### src/rtl/and_pulse_sampler.sv
// Capture stage for the clocked-AND gate model: decodes toggle-encoded pulses into result words.
// Optional orphan-pulse checking is enabled by defining AND_SAMPLER_ORPHAN_CHECK_EN.
module and_pulse_sampler #(
  parameter int unsigned WIDTH  = 8,
  parameter int unsigned WINDOW = 16
) (
  input  logic             clk,
  input  logic             rst_n,
  input  logic             gate_clk,
  input  logic             gate_out,
  output logic [WIDTH-1:0] word_data,
  output logic             word_valid,
  input  logic             word_ready,
  output logic             err_extra,
  output logic             err_orphan,
  output logic             err_overrun,
  input  logic             err_clear
);

  localparam int unsigned CntW = (WIDTH > 1) ? $clog2(WIDTH) : 1;
  localparam logic [CntW-1:0] BitLast = CntW'(WIDTH - 1);
  localparam logic [7:0] WinLast = 8'(WINDOW - 1);

  localparam logic StIdle = 1'b0;
  localparam logic StOpen = 1'b1;

  logic [2:0]       gclk_sync_q, gout_sync_q;
  logic             clk_pulse, out_pulse;
  logic             state_q, state_d;
  logic [7:0]       win_cnt_q, win_cnt_d;
  logic             hit_q, hit_d;
  logic             commit, commit_bit, extra_set, orphan_set;
  logic [WIDTH-1:0] shift_q, shift_d, word_next;
  logic [CntW-1:0]  bit_cnt_q, bit_cnt_d;
  logic             complete, load;
  logic [WIDTH-1:0] data_q, data_d;
  logic             valid_q, valid_d;
  logic             err_extra_q, err_overrun_q;

  // Two synchronizer flops plus one history flop; an edge on either line becomes a 1-cycle pulse.
  always_ff @(posedge clk) begin
    if (!rst_n) begin
      gclk_sync_q <= '0;
      gout_sync_q <= '0;
    end else begin
      gclk_sync_q <= {gclk_sync_q[1:0], gate_clk};
      gout_sync_q <= {gout_sync_q[1:0], gate_out};
    end
  end

  assign clk_pulse = gclk_sync_q[1] ^ gclk_sync_q[2];
  assign out_pulse = gout_sync_q[1] ^ gout_sync_q[2];

  always_comb begin
    state_d    = state_q;
    win_cnt_d  = win_cnt_q;
    hit_d      = hit_q;
    commit     = 1'b0;
    commit_bit = hit_q | out_pulse;
    extra_set  = 1'b0;
    orphan_set = 1'b0;
    case (state_q)
      StIdle: begin
        orphan_set = out_pulse;
        if (clk_pulse) begin
          state_d   = StOpen;
          win_cnt_d = '0;
          hit_d     = 1'b0;
        end
      end
      StOpen: begin
        extra_set = out_pulse & hit_q;
        if (clk_pulse) begin
          // Same-cycle output pulse belongs to the closing window, then a fresh one opens.
          commit    = 1'b1;
          win_cnt_d = '0;
          hit_d     = 1'b0;
        end else if (win_cnt_q == WinLast) begin
          commit    = 1'b1;
          state_d   = StIdle;
          win_cnt_d = '0;
          hit_d     = 1'b0;
        end else begin
          win_cnt_d = win_cnt_q + 8'd1;
          hit_d     = hit_q | out_pulse;
        end
      end
    endcase
  end

  always_comb begin
    word_next            = shift_q;
    word_next[bit_cnt_q] = commit_bit;
    shift_d              = commit ? word_next : shift_q;
    complete             = commit && (bit_cnt_q == BitLast);
    bit_cnt_d            = bit_cnt_q;
    if (commit) bit_cnt_d = complete ? '0 : bit_cnt_q + CntW'(1);
  end

  always_comb begin
    load    = complete && (!valid_q || word_ready);
    data_d  = data_q;
    valid_d = valid_q;
    if (load) begin
      data_d  = word_next;
      valid_d = 1'b1;
    end else if (valid_q && word_ready) begin
      valid_d = 1'b0;
    end
  end

  always_ff @(posedge clk) begin
    if (!rst_n) begin
      state_q       <= StIdle;
      win_cnt_q     <= '0;
      hit_q         <= 1'b0;
      shift_q       <= '0;
      bit_cnt_q     <= '0;
      data_q        <= '0;
      valid_q       <= 1'b0;
      err_extra_q   <= 1'b0;
      err_overrun_q <= 1'b0;
    end else begin
      state_q       <= state_d;
      win_cnt_q     <= win_cnt_d;
      hit_q         <= hit_d;
      shift_q       <= shift_d;
      bit_cnt_q     <= bit_cnt_d;
      data_q        <= data_d;
      valid_q       <= valid_d;
      err_extra_q   <= (err_extra_q & ~err_clear) | extra_set;
      err_overrun_q <= (err_overrun_q & ~err_clear) | (complete & ~load);
    end
  end

`ifdef AND_SAMPLER_ORPHAN_CHECK_EN
  logic err_orphan_q;
  always_ff @(posedge clk) begin
    if (!rst_n) err_orphan_q <= 1'b0;
    else        err_orphan_q <= (err_orphan_q & ~err_clear) | orphan_set;
  end
  assign err_orphan = err_orphan_q;
`else
  logic unused_orphan;
  assign unused_orphan = orphan_set;
  assign err_orphan    = 1'b0;
`endif

  assign word_data   = data_q;
  assign word_valid  = valid_q;
  assign err_extra   = err_extra_q;
  assign err_overrun = err_overrun_q;

endmodule

### config.mk
export PLATFORM = sky130hd
export DESIGN_NAME = and_pulse_sampler
export DESIGN_NICKNAME = d
export VERILOG_FILES = /design/src/rtl/and_pulse_sampler.sv
export SDC_FILE = /design/constraint.sdc
export NUM_CORES = 1
export LEC_CHECK = 0
export CAP_MARGIN = 5
export CORE_UTILIZATION = 59
export DETAILED_ROUTE_END_ITERATION = 10
export MAX_ROUTING_LAYER = met4
export PLACE_DENSITY = 0.8
export SYNTH_ARGS = -nofsm -noshare
export SYNTH_HDL_FRONTEND = slang
export SYNTH_SLANG_ARGS = --single-unit
### constraint.sdc
create_clock -name clk -period 3.2 [get_ports clk]
set_input_delay 0.32 -clock clk [delete_from_list [all_inputs] [get_ports clk]]
set_output_delay 0.32 -clock clk [all_outputs]
set_load 0.03 [all_outputs]
Word-level counts from Yosys, hierarchy flattened
Index checks and enable logic that the tools add are counted.
Storage, ports and cells
  memory bits (read-only): 0
  flip-flop bits (word level): 38
  output and inout port bits: 12
  bits in latches: 0
  bits of input ports: 6
  memories kept: 0
  word-level logic and storage cells: 59
  memory bits (writable): 0
Cells by class
  divide/modulo/power cells: 0
  multiply operators: 0
  mux-type cells: 22
  $lt $le $gt $ge: 2
  bitwise operators: 12
  reductions and logical operators: 7
  add/sub/neg operators: 2
  shift-type cells: 0
  equality and inequality tests: 3
Operator list (count)
  8-bit two-way mux: 3
  8-bit one-hot mux with 2 select lines: 1
  1-bit two-way mux: 13
  8-bit by 1-bit adder with 8-bit output, second input constant: 1
  8-bit bitwise mux: 1
  8-bit by 4-bit == test with 1-bit output, second input constant: 1
  1-bit AND: 4
  1-bit logical AND: 4
  3-bit by 4-bit < comparator with 1-bit output, second input constant: 1
  1-bit one-hot mux with 2 select lines: 2
  3-bit by 1-bit adder with 3-bit output, second input constant: 1
  1-bit demux with 3-bit select: 1
  3-bit == test, second input constant: 1
  3-bit by 1-bit greater-or-equal comparator with 1-bit output, second input constant: 1
  3-bit two-way mux: 1
  1-bit NOT: 3
  1-bit OR: 3
  2-bit inequality test, second input constant: 1
  2-bit nonzero test: 1
  1-bit bitwise XOR: 2
  1-bit logical NOT: 1
  1-bit logical OR: 1

Depth between registers and ports, before layout
  depth after elaboration: 9
  depth in mapped cells: 7
  mapped depth without buffers: 5

Worst setup path after synthesis
No wires, ideal clock.
  kind: reg-to-reg
  from: register win_cnt_q[5]
  to: register bit_cnt_q[1]
  cell stages (with the launch flop): 8
  setup time: 132 ps
  arrival: 1548 ps
  setup slack: 1519 ps
  clock period less this slack: 1681 ps
  cell sequence: dfxtp_1 > or4_1 > buf_2 > o22a_1 > buf_2 > buf_2 > nand2_1 > a21oi_1
Between the ends
  word-level cells in the longest chain between the ends: 6
RTL lines
  start: declaration: RTL line 30  | logic [7:0] win_cnt_q, win_cnt_d;
  start signal: assignment: RTL line 125  | win_cnt_q <= win_cnt_d;
  8-bit by 4-bit == test with 1-bit output *: RTL line 78  | end else if (win_cnt_q == WinLast) begin
  1-bit two-way mux *: RTL line 78
  1-bit two-way mux *: RTL line 73  | if (clk_pulse) begin
  1-bit two-way mux *: RTL line 62  | case (state_q)
  1-bit logical AND: RTL line 95  | complete = commit && (bit_cnt_q == BitLast);
  3-bit two-way mux: RTL line 97  | if (commit) bit_cnt_d = complete ? '0 : bit_cnt_q + CntW'(1);
  end signal: assignment: RTL line 128  | bit_cnt_q <= bit_cnt_d;
  end: declaration: RTL line 34  | logic [CntW-1:0] bit_cnt_q, bit_cnt_d;
Mark *: on every way between the ends. The rest lies on a longest branch, timed or not.
A chain may end at the register's enable or synchronous reset.

Worst setup path in the final report
  from: register win_cnt_q[5]
  to: register bit_cnt_q[0]
The elaborated chain is that of the path after synthesis.

==> metrics.md <==
| Metric | Value |
|---|---|
| Status | `finished, final reports clean` |
| Via/cell ratio | `6.08` |
| Clock Path Buffers | `2` |
| Final hold slack | `0.455 ns` |
| Mapped cell area | `1720 sq um` |
| Share of layout cells above drive strength 1 | `5.80%` |
| Commonest non-fill, non-tap cell in the layout | `dfxtp_1` |
| CTS root buf | `clkbuf_4` |
| Top Usage Layer GRT | `met2` |
| N_diodes | `0` |
| Clk pin slew, worst setup/hold paths | `0.12 ns` |
| Synth cell types | `45` |
| Die X | `55.9 microns` |
| Routability Congestion | `0.809` |
| Area growth syn-to-layout | `12.2%` |
| CP startpoint kind | `flop` |
| Met2 Use GR | `40.3%` |
| CP Max Fanout | `20` |
| Multi-input gate area | `872 sq um` |
| Critical path data arrival time | `2.37 ns` |
| Sequential-to-total area share from yosys stat | `44.3%` |
| CP bufs+invs | `0` |
| Final wirelength | `3390 microns` |
| Clk sinks | `38` |
| Fin crit period | `2.09 ns` |
| CTS Buf Count | `5` |
| Largest delay share family, worst path | `simple AND/OR/NAND/NOR gates` |
| Setup tns final | `0 ns` |
| Drt wl/cell | `14.2 microns` |
| Worst setup EP type | `flop` |
| IO buf count | `16` |
| VDD IR max | `0.000415 V` |
| Die height | `55.9 microns` |
| Tcrit/Tclk final | `65.4%` |
| Syn_nets | `206` |
| Mapped Avg Cell Area | `8.71 sq um` |
| Clk_skew | `0.00683 ns` |
| Met3 Usage GRT | `5.58%` |
| CTS Hold Bufs | `0` |
| Final Max Slew Viols | `0` |
| ANT nets after route | `0` |
| CTS tree | `yes` |
| Die ar. | `3130 sq um` |
| Total congestion overflow | `0` |
| Fmax | `478 MHz` |
| CP peak stage delay | `0.67 ns` |
| Worst-Skew Late Latency | `0.35 ns` |
| Final setup viols | `0` |
| Fill cells | `248` |
| Placed cell count | `230` |
| Synth Instances | `197` |
| Initial antenna violation count | `0` |
| First-pass GRT wire length | `5910 microns` |
| Max_slew headroom | `52.8%` |
| Vias | `1448` |
| RSZ-0062 raised after global routing | `no` |
| Detailed Route Iter0 Violations | `29` |
| Starting Density | `62.2%` |
| Most frequent cells in the layout | `dfxtp_1, nand2_1, a21oi_1, clkdlybuf4s50_1` |
| Worst path required time | `3.48 ns` |
| Crit path max-delay cell type | `or4_1` |
| Setup Buffers After CTS | `0` |
| Final #Nets | `215` |
| Yosys Warn Count | `0` |
| Detail Placement HPWL | `2310 microns` |
| Hold crit path type | `flop to flop` |
| Met1 Use GR | `27.6%` |
| Post-layout util | `69.8%` |
| Area taken by flip-flops and latches | `761 sq um` |
| Final Hold Vio Count | `0` |
| DRT Pass-1 Iters | `4` |
| Leak | `0.665 nW` |
| Pwr per Cell Area | `441 nW/um^2` |
| DRC Markers | `0` |
| Gr usage total | `24.9%` |
| Vias in the first global route | `1376` |
| Worst-margin pin slew | `0.702 ns` |
| Pin count of the biggest net entering global routing | `24` |
| Crit path cell chain | `or4_1 -> o22a_1 -> or3_1 -> a21oi_1` |
| Synth Register Bits | `38` |
| Post-route insts no fill | `238` |
| Cts repair resizes | `0` |
| H-tree depth | `2` |
| IO Pins | `18` |
| Max Cap Viol | `0` |
| CP Class | `flop to flop` |
| Total core area | `2760 sq um` |
| Row Count | `19` |
==> routing by layer <==
layer | vias up | part of all wire [%]
li1 | 736 | -
met1 | 650 | 44
met2 | 49 | 48
met3 | 13 | 4.8
met4 | 0 | 3.1
met5 | - | 0
==> synthesized netlist by cell type, drive strengths merged <==
cell type,count,area share [%]
a2bb2oi,7,3.6
and3b,3,1.5
buf,6,2.2
nor3b,4,1.8
a31o,1,0.51
a21oi,25,7.3
or3,2,0.73
xnor2,2,1.0
inv,4,0.88
mux2,1,0.66
nor4b,4,2.0
nand3b,1,0.44
o21ai,11,3.2
nand3,11,3.2
o21ba,1,0.58
a41o,1,0.58
nor4bb,3,1.8
o31ai,1,0.44
clkbuf,8,1.8
and2,7,2.6
nand2,25,5.5
a32oi,1,0.51
a41oi,1,0.51
dfxtp,38,44
conb,1,0.22
and4b,1,0.58
o22ai,2,1.5
nand2b,1,0.36
a211oi,1,0.44
a311oi,1,0.51
nor2,7,1.5
xor2,2,1.0
nor3,1,0.29
mux2i,1,0.58
ha,3,2.2
a31oi,1,0.36
o22a,1,0.51
nor4,2,0.73
or4,1,0.44
nand4,2,0.73
a21boi,1,0.44
==> cell families (layout without fill, tap and decap cells) <==
family	Yosys count	after routing	synth area share, %
other	1	1	0.219
AO/OA/AOI/OAI	56	56	21.0
flip-flops	38	38	44.3
XOR/XNOR	4	4	2.04
adder cells (fa/ha/maj)	3	3	2.19
multiplexers	2	2	1.24
AND/OR/NAND/NOR	75	75	24.1
buffers and inverters	18	28	4.81
==> through the flow <==
step | area (sq um) | total power (W) | setup slack, ns
floorplan | 1720 | 0.000525 | 1.52
global placement | 1850 | 0.000534 | 1.23
CTS | 1920 | 0.000859 | 1.10
finish | 1920 | 0.000849 | 1.11
global route | 1920 | 0.000881 | 1.01
detailed placement | 1850 | 0.000536 | 1.17
==> report_power, final <==
group	leakage (nW)	internal, W	switching (W)
clock	0.0450	0.000162	0.000162
combinational	0.312	0.0000153	0.0000232
sequential	0.307	0.000479	0.00000806
==> area by class of cell <==
| cell class | instances | share of cell area, % |
|---|---|---|
| multi-input combinational | 141 | 45.3 |
| sequential | 38 | 39.5 |
| timing repair buffer | 16 | 8.32 |
| clock inverter | 3 | 2.08 |
| tap | 31 | 2.02 |
| clock buffer | 5 | 1.95 |
| inverter | 4 | 0.780 |
==> sequential cells by signal, indices dropped and copies added (netlist names) <==
signal and count:
shift_q 8, win_cnt_q 8, word_data 8, bit_cnt_q 3, gclk_sync_q 3, gout_sync_q 3, err_extra 1, err_overrun 1
hit_q 1, state_q 1, word_valid 1
==> worst paths after layout <==
check / start / endpoint / slack, ns / cells past startpoint
worst max-delay path: win_cnt_q[5] / bit_cnt_q[0] / 1.11 / 4
worst min-delay path: gout_sync_q[0] / gout_sync_q[1] / 0.46 / 1
worst max register to register: win_cnt_q[5] / bit_cnt_q[0] / 1.11 / 4
worst min register to register: gout_sync_q[0] / gout_sync_q[1] / 0.46 / 1
No activity file was read; power rests on OpenSTA's default activity.
